[src/rtl/pc_sequencer_pkg.sv]
// pc_sequencer_pkg
// Shared constants for the LEGv8 fetch/execute sequencer:
//   - branch-source selection codes produced by the branch-condition logic
//   - the 2-bit sequencer state encoding
//   - a saturating increment helper used by the optional statistics counters
//     (enabled with the PC_SEQ_STATS_EN macro in pc_sequencer)
package pc_sequencer_pkg;

  // Branch-source selection codes
  localparam logic [1:0] BRANCH_SRC_SEQ  = 2'b00;  // PC + 4
  localparam logic [1:0] BRANCH_SRC_REL  = 2'b01;  // PC + branch_offset
  localparam logic [1:0] BRANCH_SRC_ALU  = 2'b10;  // register target (BR)
  localparam logic [1:0] BRANCH_SRC_HOLD = 2'b11;  // no increment, halt

  // Sequencer states
  typedef enum logic [1:0] {
    PCSEQ_IDLE  = 2'b00,
    PCSEQ_FETCH = 2'b01,
    PCSEQ_EXEC  = 2'b10,
    PCSEQ_HALT  = 2'b11
  } pcseq_state_e;

  localparam logic [31:0] STAT_MAX = 32'hFFFF_FFFF;

  // Increment that sticks at all-ones instead of wrapping.
  function automatic logic [31:0] sat_inc(input logic [31:0] value);
    return (value == STAT_MAX) ? value : value + 32'd1;
  endfunction

endpackage

[src/rtl/pc_sequencer_if.sv]
// pc_sequencer_if
// Groups the instruction-memory fetch handshake and the datapath execute
// handshake of the sequencer.
//   imem_req / imem_addr      : fetch request and address (sequencer drives)
//   imem_ack / imem_rdata     : fetch data valid and instruction (memory drives)
//   instr / instr_valid       : latched instruction for the datapath
//   exec_done                 : datapath finished the current instruction
//   branch_src / branch_offset / alu_result : next-PC selection inputs
// Modports: master = sequencer side, slave = memory/datapath side.
interface pc_sequencer_if #(
  parameter int ADDR_W  = 64,
  parameter int INSTR_W = 32
);

  logic               imem_req;
  logic [ADDR_W-1:0]  imem_addr;
  logic               imem_ack;
  logic [INSTR_W-1:0] imem_rdata;

  logic [INSTR_W-1:0] instr;
  logic               instr_valid;
  logic               exec_done;
  logic [1:0]         branch_src;
  logic [ADDR_W-1:0]  branch_offset;
  logic [ADDR_W-1:0]  alu_result;

  modport master (
    output imem_req, imem_addr, instr, instr_valid,
    input  imem_ack, imem_rdata, exec_done, branch_src, branch_offset, alu_result
  );

  modport slave (
    input  imem_req, imem_addr, instr, instr_valid,
    output imem_ack, imem_rdata, exec_done, branch_src, branch_offset, alu_result
  );

endinterface

[src/rtl/pc_sequencer_pc_next_calc.sv]
// pc_next_calc
// Combinational next-PC selection and register-target alignment check.
//   pc            : current PC
//   branch_src    : 00 PC+4, 01 PC+offset, 10 ALU target, 11 hold
//   branch_offset : two's-complement byte offset (already shifted by 2)
//   alu_result    : register branch target
//   next_pc       : candidate next PC (all sums wrap modulo 2^ADDR_W)
//   misaligned    : ALU target selected and not word aligned
module pc_next_calc
  import pc_sequencer_pkg::*;
#(
  parameter int ADDR_W = 64
) (
  input  logic [ADDR_W-1:0] pc,
  input  logic [1:0]        branch_src,
  input  logic [ADDR_W-1:0] branch_offset,
  input  logic [ADDR_W-1:0] alu_result,
  output logic [ADDR_W-1:0] next_pc,
  output logic              misaligned
);

  localparam logic [ADDR_W-1:0] INSTR_BYTES = ADDR_W'(4);

  // Plain unsigned addition gives the two's-complement result for negative
  // offsets, and dropping the carry gives the silent wrap.
  always_comb begin
    next_pc    = pc;
    misaligned = 1'b0;
    case (branch_src)
      BRANCH_SRC_SEQ:  next_pc = pc + INSTR_BYTES;
      BRANCH_SRC_REL:  next_pc = pc + branch_offset;
      BRANCH_SRC_ALU: begin
        next_pc    = alu_result;
        misaligned = (alu_result[1:0] != 2'b00);
      end
      default:         next_pc = pc;
    endcase
  end

endmodule

[src/rtl/pc_sequencer.sv]
// pc_sequencer
// Multi-cycle fetch/execute sequencer for the non-pipelined LEGv8 core.
// Owns the PC, runs the instruction-memory fetch handshake, holds each
// instruction for the datapath until exec_done, then updates the PC from
// the branch-source selection.
// Ports:
//   clk, reset    : clock (rising edge), asynchronous active-high reset
//   start         : one-cycle pulse that leaves IDLE
//   bus (master)  : fetch and execute handshakes, see pc_sequencer_if
//   pc            : current PC (imem_addr is wired to it)
//   halted        : core stopped (hold selection or fault)
//   fault         : misaligned register-branch target
//   retired_count, taken_count : only when PC_SEQ_STATS_EN is defined;
//                   saturating counts of retired instructions and of
//                   non-sequential PC loads
module pc_sequencer
  import pc_sequencer_pkg::*;
#(
  parameter int                ADDR_W   = 64,
  parameter int                INSTR_W  = 32,
  parameter logic [ADDR_W-1:0] RESET_PC = '0
) (
  input  logic               clk,
  input  logic               reset,
  input  logic               start,
  pc_sequencer_if.master     bus,
  output logic [ADDR_W-1:0]  pc,
  output logic               halted,
  output logic               fault
`ifdef PC_SEQ_STATS_EN
  ,
  output logic [31:0]        retired_count,
  output logic [31:0]        taken_count
`endif
);

  pcseq_state_e       state_q, state_d;
  logic [ADDR_W-1:0]  pc_q, pc_d;
  logic [INSTR_W-1:0] instr_q, instr_d;
  logic               instr_valid_q, instr_valid_d;
  logic               imem_req_q, imem_req_d;
  logic               halted_q, halted_d;
  logic               fault_q, fault_d;

  logic [ADDR_W-1:0]  next_pc;
  logic               misaligned;

`ifdef PC_SEQ_STATS_EN
  logic [31:0]        retired_q, retired_d;
  logic [31:0]        taken_q, taken_d;
`endif

  pc_next_calc #(
    .ADDR_W (ADDR_W)
  ) u_next_calc (
    .pc            (pc_q),
    .branch_src    (bus.branch_src),
    .branch_offset (bus.branch_offset),
    .alu_result    (bus.alu_result),
    .next_pc       (next_pc),
    .misaligned    (misaligned)
  );

  // Next-state logic. imem_req is registered, so it is raised on the same
  // edge that enters FETCH and dropped on the edge that accepts the ack.
  // Inputs outside their state's window are simply never looked at.
  always_comb begin
    state_d       = state_q;
    pc_d          = pc_q;
    instr_d       = instr_q;
    instr_valid_d = instr_valid_q;
    imem_req_d    = imem_req_q;
    halted_d      = halted_q;
    fault_d       = fault_q;
`ifdef PC_SEQ_STATS_EN
    retired_d     = retired_q;
    taken_d       = taken_q;
`endif

    case (state_q)
      PCSEQ_IDLE: begin
        if (start) begin
          state_d    = PCSEQ_FETCH;
          imem_req_d = 1'b1;
        end
      end

      PCSEQ_FETCH: begin
        if (bus.imem_ack) begin
          instr_d       = bus.imem_rdata;
          instr_valid_d = 1'b1;
          imem_req_d    = 1'b0;
          state_d       = PCSEQ_EXEC;
        end
      end

      PCSEQ_EXEC: begin
        if (bus.exec_done) begin
          instr_valid_d = 1'b0;
`ifdef PC_SEQ_STATS_EN
          retired_d     = sat_inc(retired_q);
`endif
          if (bus.branch_src == BRANCH_SRC_HOLD) begin
            halted_d = 1'b1;
            state_d  = PCSEQ_HALT;
          end else if (misaligned) begin
            // PC is left pointing at the branch that faulted.
            fault_d  = 1'b1;
            halted_d = 1'b1;
            state_d  = PCSEQ_HALT;
          end else begin
            pc_d       = next_pc;
            imem_req_d = 1'b1;
            state_d    = PCSEQ_FETCH;
`ifdef PC_SEQ_STATS_EN
            if (bus.branch_src != BRANCH_SRC_SEQ) begin
              taken_d = sat_inc(taken_q);
            end
`endif
          end
        end
      end

      default: begin
        // HALT is terminal until reset.
        state_d = PCSEQ_HALT;
      end
    endcase
  end

  // All state and registered outputs; reset clears them asynchronously so
  // imem_req and instr_valid drop without waiting for a clock edge.
  always_ff @(posedge clk or posedge reset) begin
    if (reset) begin
      state_q       <= PCSEQ_IDLE;
      pc_q          <= RESET_PC;
      instr_q       <= '0;
      instr_valid_q <= 1'b0;
      imem_req_q    <= 1'b0;
      halted_q      <= 1'b0;
      fault_q       <= 1'b0;
`ifdef PC_SEQ_STATS_EN
      retired_q     <= '0;
      taken_q       <= '0;
`endif
    end else begin
      state_q       <= state_d;
      pc_q          <= pc_d;
      instr_q       <= instr_d;
      instr_valid_q <= instr_valid_d;
      imem_req_q    <= imem_req_d;
      halted_q      <= halted_d;
      fault_q       <= fault_d;
`ifdef PC_SEQ_STATS_EN
      retired_q     <= retired_d;
      taken_q       <= taken_d;
`endif
    end
  end

  assign bus.imem_req    = imem_req_q;
  assign bus.imem_addr   = pc_q;
  assign bus.instr       = instr_q;
  assign bus.instr_valid = instr_valid_q;
  assign pc              = pc_q;
  assign halted          = halted_q;
  assign fault           = fault_q;
`ifdef PC_SEQ_STATS_EN
  assign retired_count   = retired_q;
  assign taken_count     = taken_q;
`endif

endmodule

[src/flat_wrapper.sv]
// flat-port wrapper written by rule: the top's interface ports become plain ports
module pc_sequencer_flat import pc_sequencer_pkg::*;
#(
  parameter int                ADDR_W   = 64,
  parameter int                INSTR_W  = 32,
  parameter logic [ADDR_W-1:0] RESET_PC = '0
)
  (clk, reset, start, pc, halted, fault, bus_imem_req, bus_imem_addr, bus_instr, bus_instr_valid, bus_imem_ack, bus_imem_rdata, bus_exec_done, bus_branch_src, bus_branch_offset, bus_alu_result);
  pc_sequencer_if #(.ADDR_W(ADDR_W), .INSTR_W(INSTR_W)) bus_i ();
  input  logic clk;
  input  logic reset;
  input  logic start;
  output logic [ADDR_W-1:0] pc;
  output logic halted;
  output logic fault;
  output wire logic [$bits(bus_i.imem_req)-1:0] bus_imem_req;
  output wire logic [$bits(bus_i.imem_addr)-1:0] bus_imem_addr;
  output wire logic [$bits(bus_i.instr)-1:0] bus_instr;
  output wire logic [$bits(bus_i.instr_valid)-1:0] bus_instr_valid;
  input wire logic [$bits(bus_i.imem_ack)-1:0] bus_imem_ack;
  input wire logic [$bits(bus_i.imem_rdata)-1:0] bus_imem_rdata;
  input wire logic [$bits(bus_i.exec_done)-1:0] bus_exec_done;
  input wire logic [$bits(bus_i.branch_src)-1:0] bus_branch_src;
  input wire logic [$bits(bus_i.branch_offset)-1:0] bus_branch_offset;
  input wire logic [$bits(bus_i.alu_result)-1:0] bus_alu_result;
  assign bus_imem_req = bus_i.imem_req;
  assign bus_imem_addr = bus_i.imem_addr;
  assign bus_instr = bus_i.instr;
  assign bus_instr_valid = bus_i.instr_valid;
  assign bus_i.imem_ack = bus_imem_ack;
  assign bus_i.imem_rdata = bus_imem_rdata;
  assign bus_i.exec_done = bus_exec_done;
  assign bus_i.branch_src = bus_branch_src;
  assign bus_i.branch_offset = bus_branch_offset;
  assign bus_i.alu_result = bus_alu_result;
  pc_sequencer #(.ADDR_W(ADDR_W), .INSTR_W(INSTR_W), .RESET_PC(RESET_PC)) u_core (.clk(clk), .reset(reset), .start(start), .bus(bus_i), .pc(pc), .halted(halted), .fault(fault));
endmodule
[config.mk]
export PLATFORM = sky130hd
export DESIGN_NAME = pc_sequencer_flat
export DESIGN_NICKNAME = d
export VERILOG_FILES = /design/src/rtl/pc_sequencer_pkg.sv /design/src/rtl/pc_sequencer_if.sv /design/src/rtl/pc_sequencer_pc_next_calc.sv /design/src/rtl/pc_sequencer.sv /design/src/flat_wrapper.sv
export SDC_FILE = /design/constraint.sdc
export NUM_CORES = 1
export LEC_CHECK = 0
export ABC_AREA = 1
export CAP_MARGIN = 10
export CORE_MARGIN = 2
export CORE_UTILIZATION = 43
export CTS_BUF_LIST = sky130_fd_sc_hd__clkbuf_8
export DETAILED_ROUTE_END_ITERATION = 6
export PLACE_DENSITY = 0.8
export SLEW_MARGIN = 10
export SYNTH_ARGS = -nofsm -noshare
export SYNTH_HDL_FRONTEND = slang
export SYNTH_SLANG_ARGS = --single-unit
export TNS_END_PERCENT = 50
[constraint.sdc]
create_clock -name clk -period 4.4 [get_ports clk]
set_clock_uncertainty 0.15 [all_clocks]
set_input_delay 0.88 -clock clk [delete_from_list [all_inputs] [get_ports clk]]
set_output_delay 0.88 -clock clk [all_outputs]
set_load 0.005 [all_outputs]
==> flow_summary.json <==
{
  "outcome": "finished, final reports clean",
  "p_per_area_nw_per_um2": 584,
  "wl_per_cell_um": 18.6,
  "finalSetupViolCount": 0,
  "dp_cells": 2900,
  "grt_pass1_vias": 14432,
  "layout_min_cycle_time_ns": 3.64,
  "grt_overflow": 0,
  "path_clk_slew_ns": 0.10,
  "syn_avg_cell_area_um2": 5.59,
  "final_hold_viol_count": 0,
  "endpoint": "u_core.bus.imem_addr[30]",
  "rr_worst_depth": 13,
  "tns_ns": 0,
  "postPlaceCellArea_um2": 16000,
  "synth_top_family_by_area": "simple AND/OR/NAND/NOR gates",
  "finalNonFillerCells": 2917,
  "antenna_found_initial": 0,
  "clk_root_buffer_cell": "clkbuf_8",
  "cp.required_ns": 4.50,
  "path_class": "input port to flip-flop",
  "ys_warn_count": 0,
  "cp_max_fo": 4,
  "muxShareOfSynthArea": 0.00177,
  "drtAntennaViolNets": 0,
  "die-area_um2": 30900,
  "final_layout_size_suffix_gt1_frac": 0.0379,
  "cts_made_buffers": 9,
  "yosysUniqueCellTypes": 47,
  "switching_share": 0.532,
  "synth_area_um2": 12700,
  "hold_slack_ns": 0.330,
  "wl_um": 54300,
  "rsz0062_at_grt": "false",
  "synth_edf_count": 0,
  "cts.sink_count": 102,
  "worstSkewPairLatency_ns": 0.40,
  "synth_xor_area_frac": 0.0235,
  "postCtsSetupBuffers": 0,
  "die_w_um": 176,
  "io_buffers": 330,
  "maxCapViolations": 0,
  "crit_arrival_ns": 3.74,
  "h-tree-depth": 3,
  "postCtsHoldBufs": 0,
  "vias_per_cell": 5.34,
  "clock.fmax_ghz": 0.275,
  "synthCells": 2270,
  "async_flop_share": 1.00,
  "drt-pass1-iter-count": 6,
  "slew_violations": 0,
  "yosysSeqAreaShare": 0.201,
  "cp_slowest_cell": "clkdlybuf4s50_1",
  "crit_path_cell_trace": "clkdlybuf4s50_1 > ha_1 > fa_1 > nand3_1 > nand3_1 > nand2_1 > nand2_1 > nand2_1 > nand2_1 > nand2_1 > nand2_1 > o21ai_0 > a21oi_1 > o21ai_0 > o21ai_0",
  "layout_commonest_cell": "nand2_1",
  "vdd_drop_max_v": 0.000280,
  "final_area_um2": 16200,
  "switchingPower_mw": 5.03,
  "hpwl_um": 44400,
  "synth_top_flop_cell": "dfrtp_1",
  "cts_tree": "built",
  "cp-start-kind": "input port",
  "track_usage": 0.343,
  "start_util": 0.440,
  "p_total_mw": 9.46,
  "p_clk_frac": 0.067,
  "drt_iter0_drc": 1657,
  "die_y_um": 176,
  "cpMostUsedCell": "nand2_1",
  "pwr-share-seq": 0.226,
  "regToRegStartpoint": "u_core.bus.imem_addr[2]",
  "syn_nets": 2505,
  "gp_congestion": 1.02,
  "area_delta_synth_final_pct": 27.7,
  "grt_first_pass_wirelength_um": 81900,
  "tightest_slew_ns": 0.964,
  "cellLeakagePower_nw": 8.36,
  "comb_power_share": 0.708,
  "nets": 2762,
  "synthAdderAreaFrac": 0.0676,
  "cp-end-kind": "flip-flop",
  "r2r_slack_ns": 1.10,
  "ctsLongestPathBuffers": 2,
  "rr_endpoint": "u_core.bus.imem_addr[50]",
  "coreArea_um2": 28900,
  "cts_resized": 0,
  "remaining_drc_errors": 0,
  "slew_headroom": 0.357,
  "io_pins": 331,
  "ys_ff_latch": 102,
  "min_path_type": "flip-flop to flip-flop",
  "synth-simple-area-share": 0.424,
  "slowest_delay_ns": 0.42,
  "grt_max_degree": 72,
  "rows": 62,
  "intPower_mw": 4.43,
  "layout_common_cells": "nand2_1, clkdlybuf4s50_1, inv_1",
  "synth_compound_area_frac": 0.131,
  "fin_crit_sh": 0.826,
  "vias": 15584,
  "cp-startpoint": "bus_branch_offset[0]"
}
## stage by stage
step | util | setup slack, ns
after CTS | 0.562 | 0.868
after floorplan | - | 0.695
after global placement | 0.555 | 0.467
after global routing | 0.562 | 0.585
after detailed placement | 0.555 | 0.456
final | 0.562 | 0.764
## metal layers
metal	vias to the layer above	part of all wire	GRT usage
li1	7563	-	-
met1	7062	0.42	0.454
met2	827	0.45	0.552
met3	132	0.087	0.0489
met4	0	0.051	0.158
met5	-	0	0
## worst max-delay path: cells and delay by family
| family | cells | cell delay, ns |
|---|---|---|
| buffers and inverters | 1 | 0.42 |
| and+or+nand+nor | 8 | 1.07 |
| AOI/OAI and AO/OA | 4 | 0.73 |
| adders and majority gates | 2 | 0.64 |
## kinds of logic after synthesis
| kind of cell | Yosys count |
|---|---|
| XOR/XNOR | 34 |
| flip-flops | 102 |
| multiplexers | 2 |
| AND/OR/NAND/NOR | 1307 |
| buffers and inverters | 442 |
| adder cells (fa/ha/maj) | 68 |
| AO/OA/AOI/OAI | 315 |
## sequential cells by signal, indices dropped and copies added (netlist names)
register,cells
u_core.bus.imem_addr,64
u_core.bus.instr,32
u_core.fault,1
u_core.state_q,2
u_core.bus.instr_valid,1
u_core.bus.imem_req,1
u_core.halted,1
## area by class of cell
type	count	area (um2)
fillers	2957	12700
multi-input cells	1726	8230
repair buffers	356	3500
flip-flops and latches	102	2550
inverters	332	1250
well taps	384	480
clock buffers	9	124
clock inverters	7	72.6
diodes	1	2.50
## power by group through the flow
stage / Sequential [mW] / Combinational, mW / Clock (mW)
after detailed placement: 2.13 / 6.55 / 0
after global placement: 2.12 / 6.48 / 0
final: 2.14 / 6.70 / 0.630
after global routing: 2.17 / 7.35 / 0.674
after floorplan: 1.93 / 3.87 / 0
after CTS: 2.11 / 6.58 / 0.636
## how the worst min path moves through the flow
stage	slack [ns]	to	from	cells past startpoint
global placement	0.31	u_core.bus.instr_valid	u_core.bus.instr_valid	2
detailed placement	0.31	u_core.fault	u_core.fault	2
CTS	0.33	u_core.fault	u_core.fault	2
floorplan	0.31	u_core.fault	u_core.fault	2
finish	0.33	u_core.fault	u_core.fault	2
global route	0.36	u_core.bus.instr[9]	u_core.bus.instr[9]	2
## synth_stat cells, types with 2 or more instances
cell type,number,area [um2]
nand2_1,897,3370
inv_1,319,1200
nor2_1,198,743
a21oi_1,186,931
dfrtp_1,102,2550
nand3_1,96,480
o21ai_0,90,450
buf_4,67,503
ha_1,67,838
nor3_1,30,150
clkbuf_1,28,105
xor2_1,24,210
nand4_1,23,144
o21bai_1,13,97.6
inv_2,11,41.3
nand3b_1,11,82.6
buf_1,10,37.5
xnor2_1,10,87.6
nor2_2,9,56.3
nor4_1,7,43.8
o21ai_1,7,35.0
or2_2,7,43.8
nand2_2,6,37.5
buf_2,5,25.0
nor2_4,5,56.3
a31oi_1,4,25.0
nand3_2,3,30.0
nor3_2,3,30.0
nor4_2,3,37.5
o211ai_1,3,22.5
or2_0,3,18.8
a21o_1,2,15.0
and2_1,2,12.5
clkinv_1,2,7.51
mux2_2,2,22.5
nand2_4,2,22.5
o22ai_1,2,12.5
o31ai_1,2,15.0
(Power assumes the default switching activity.)
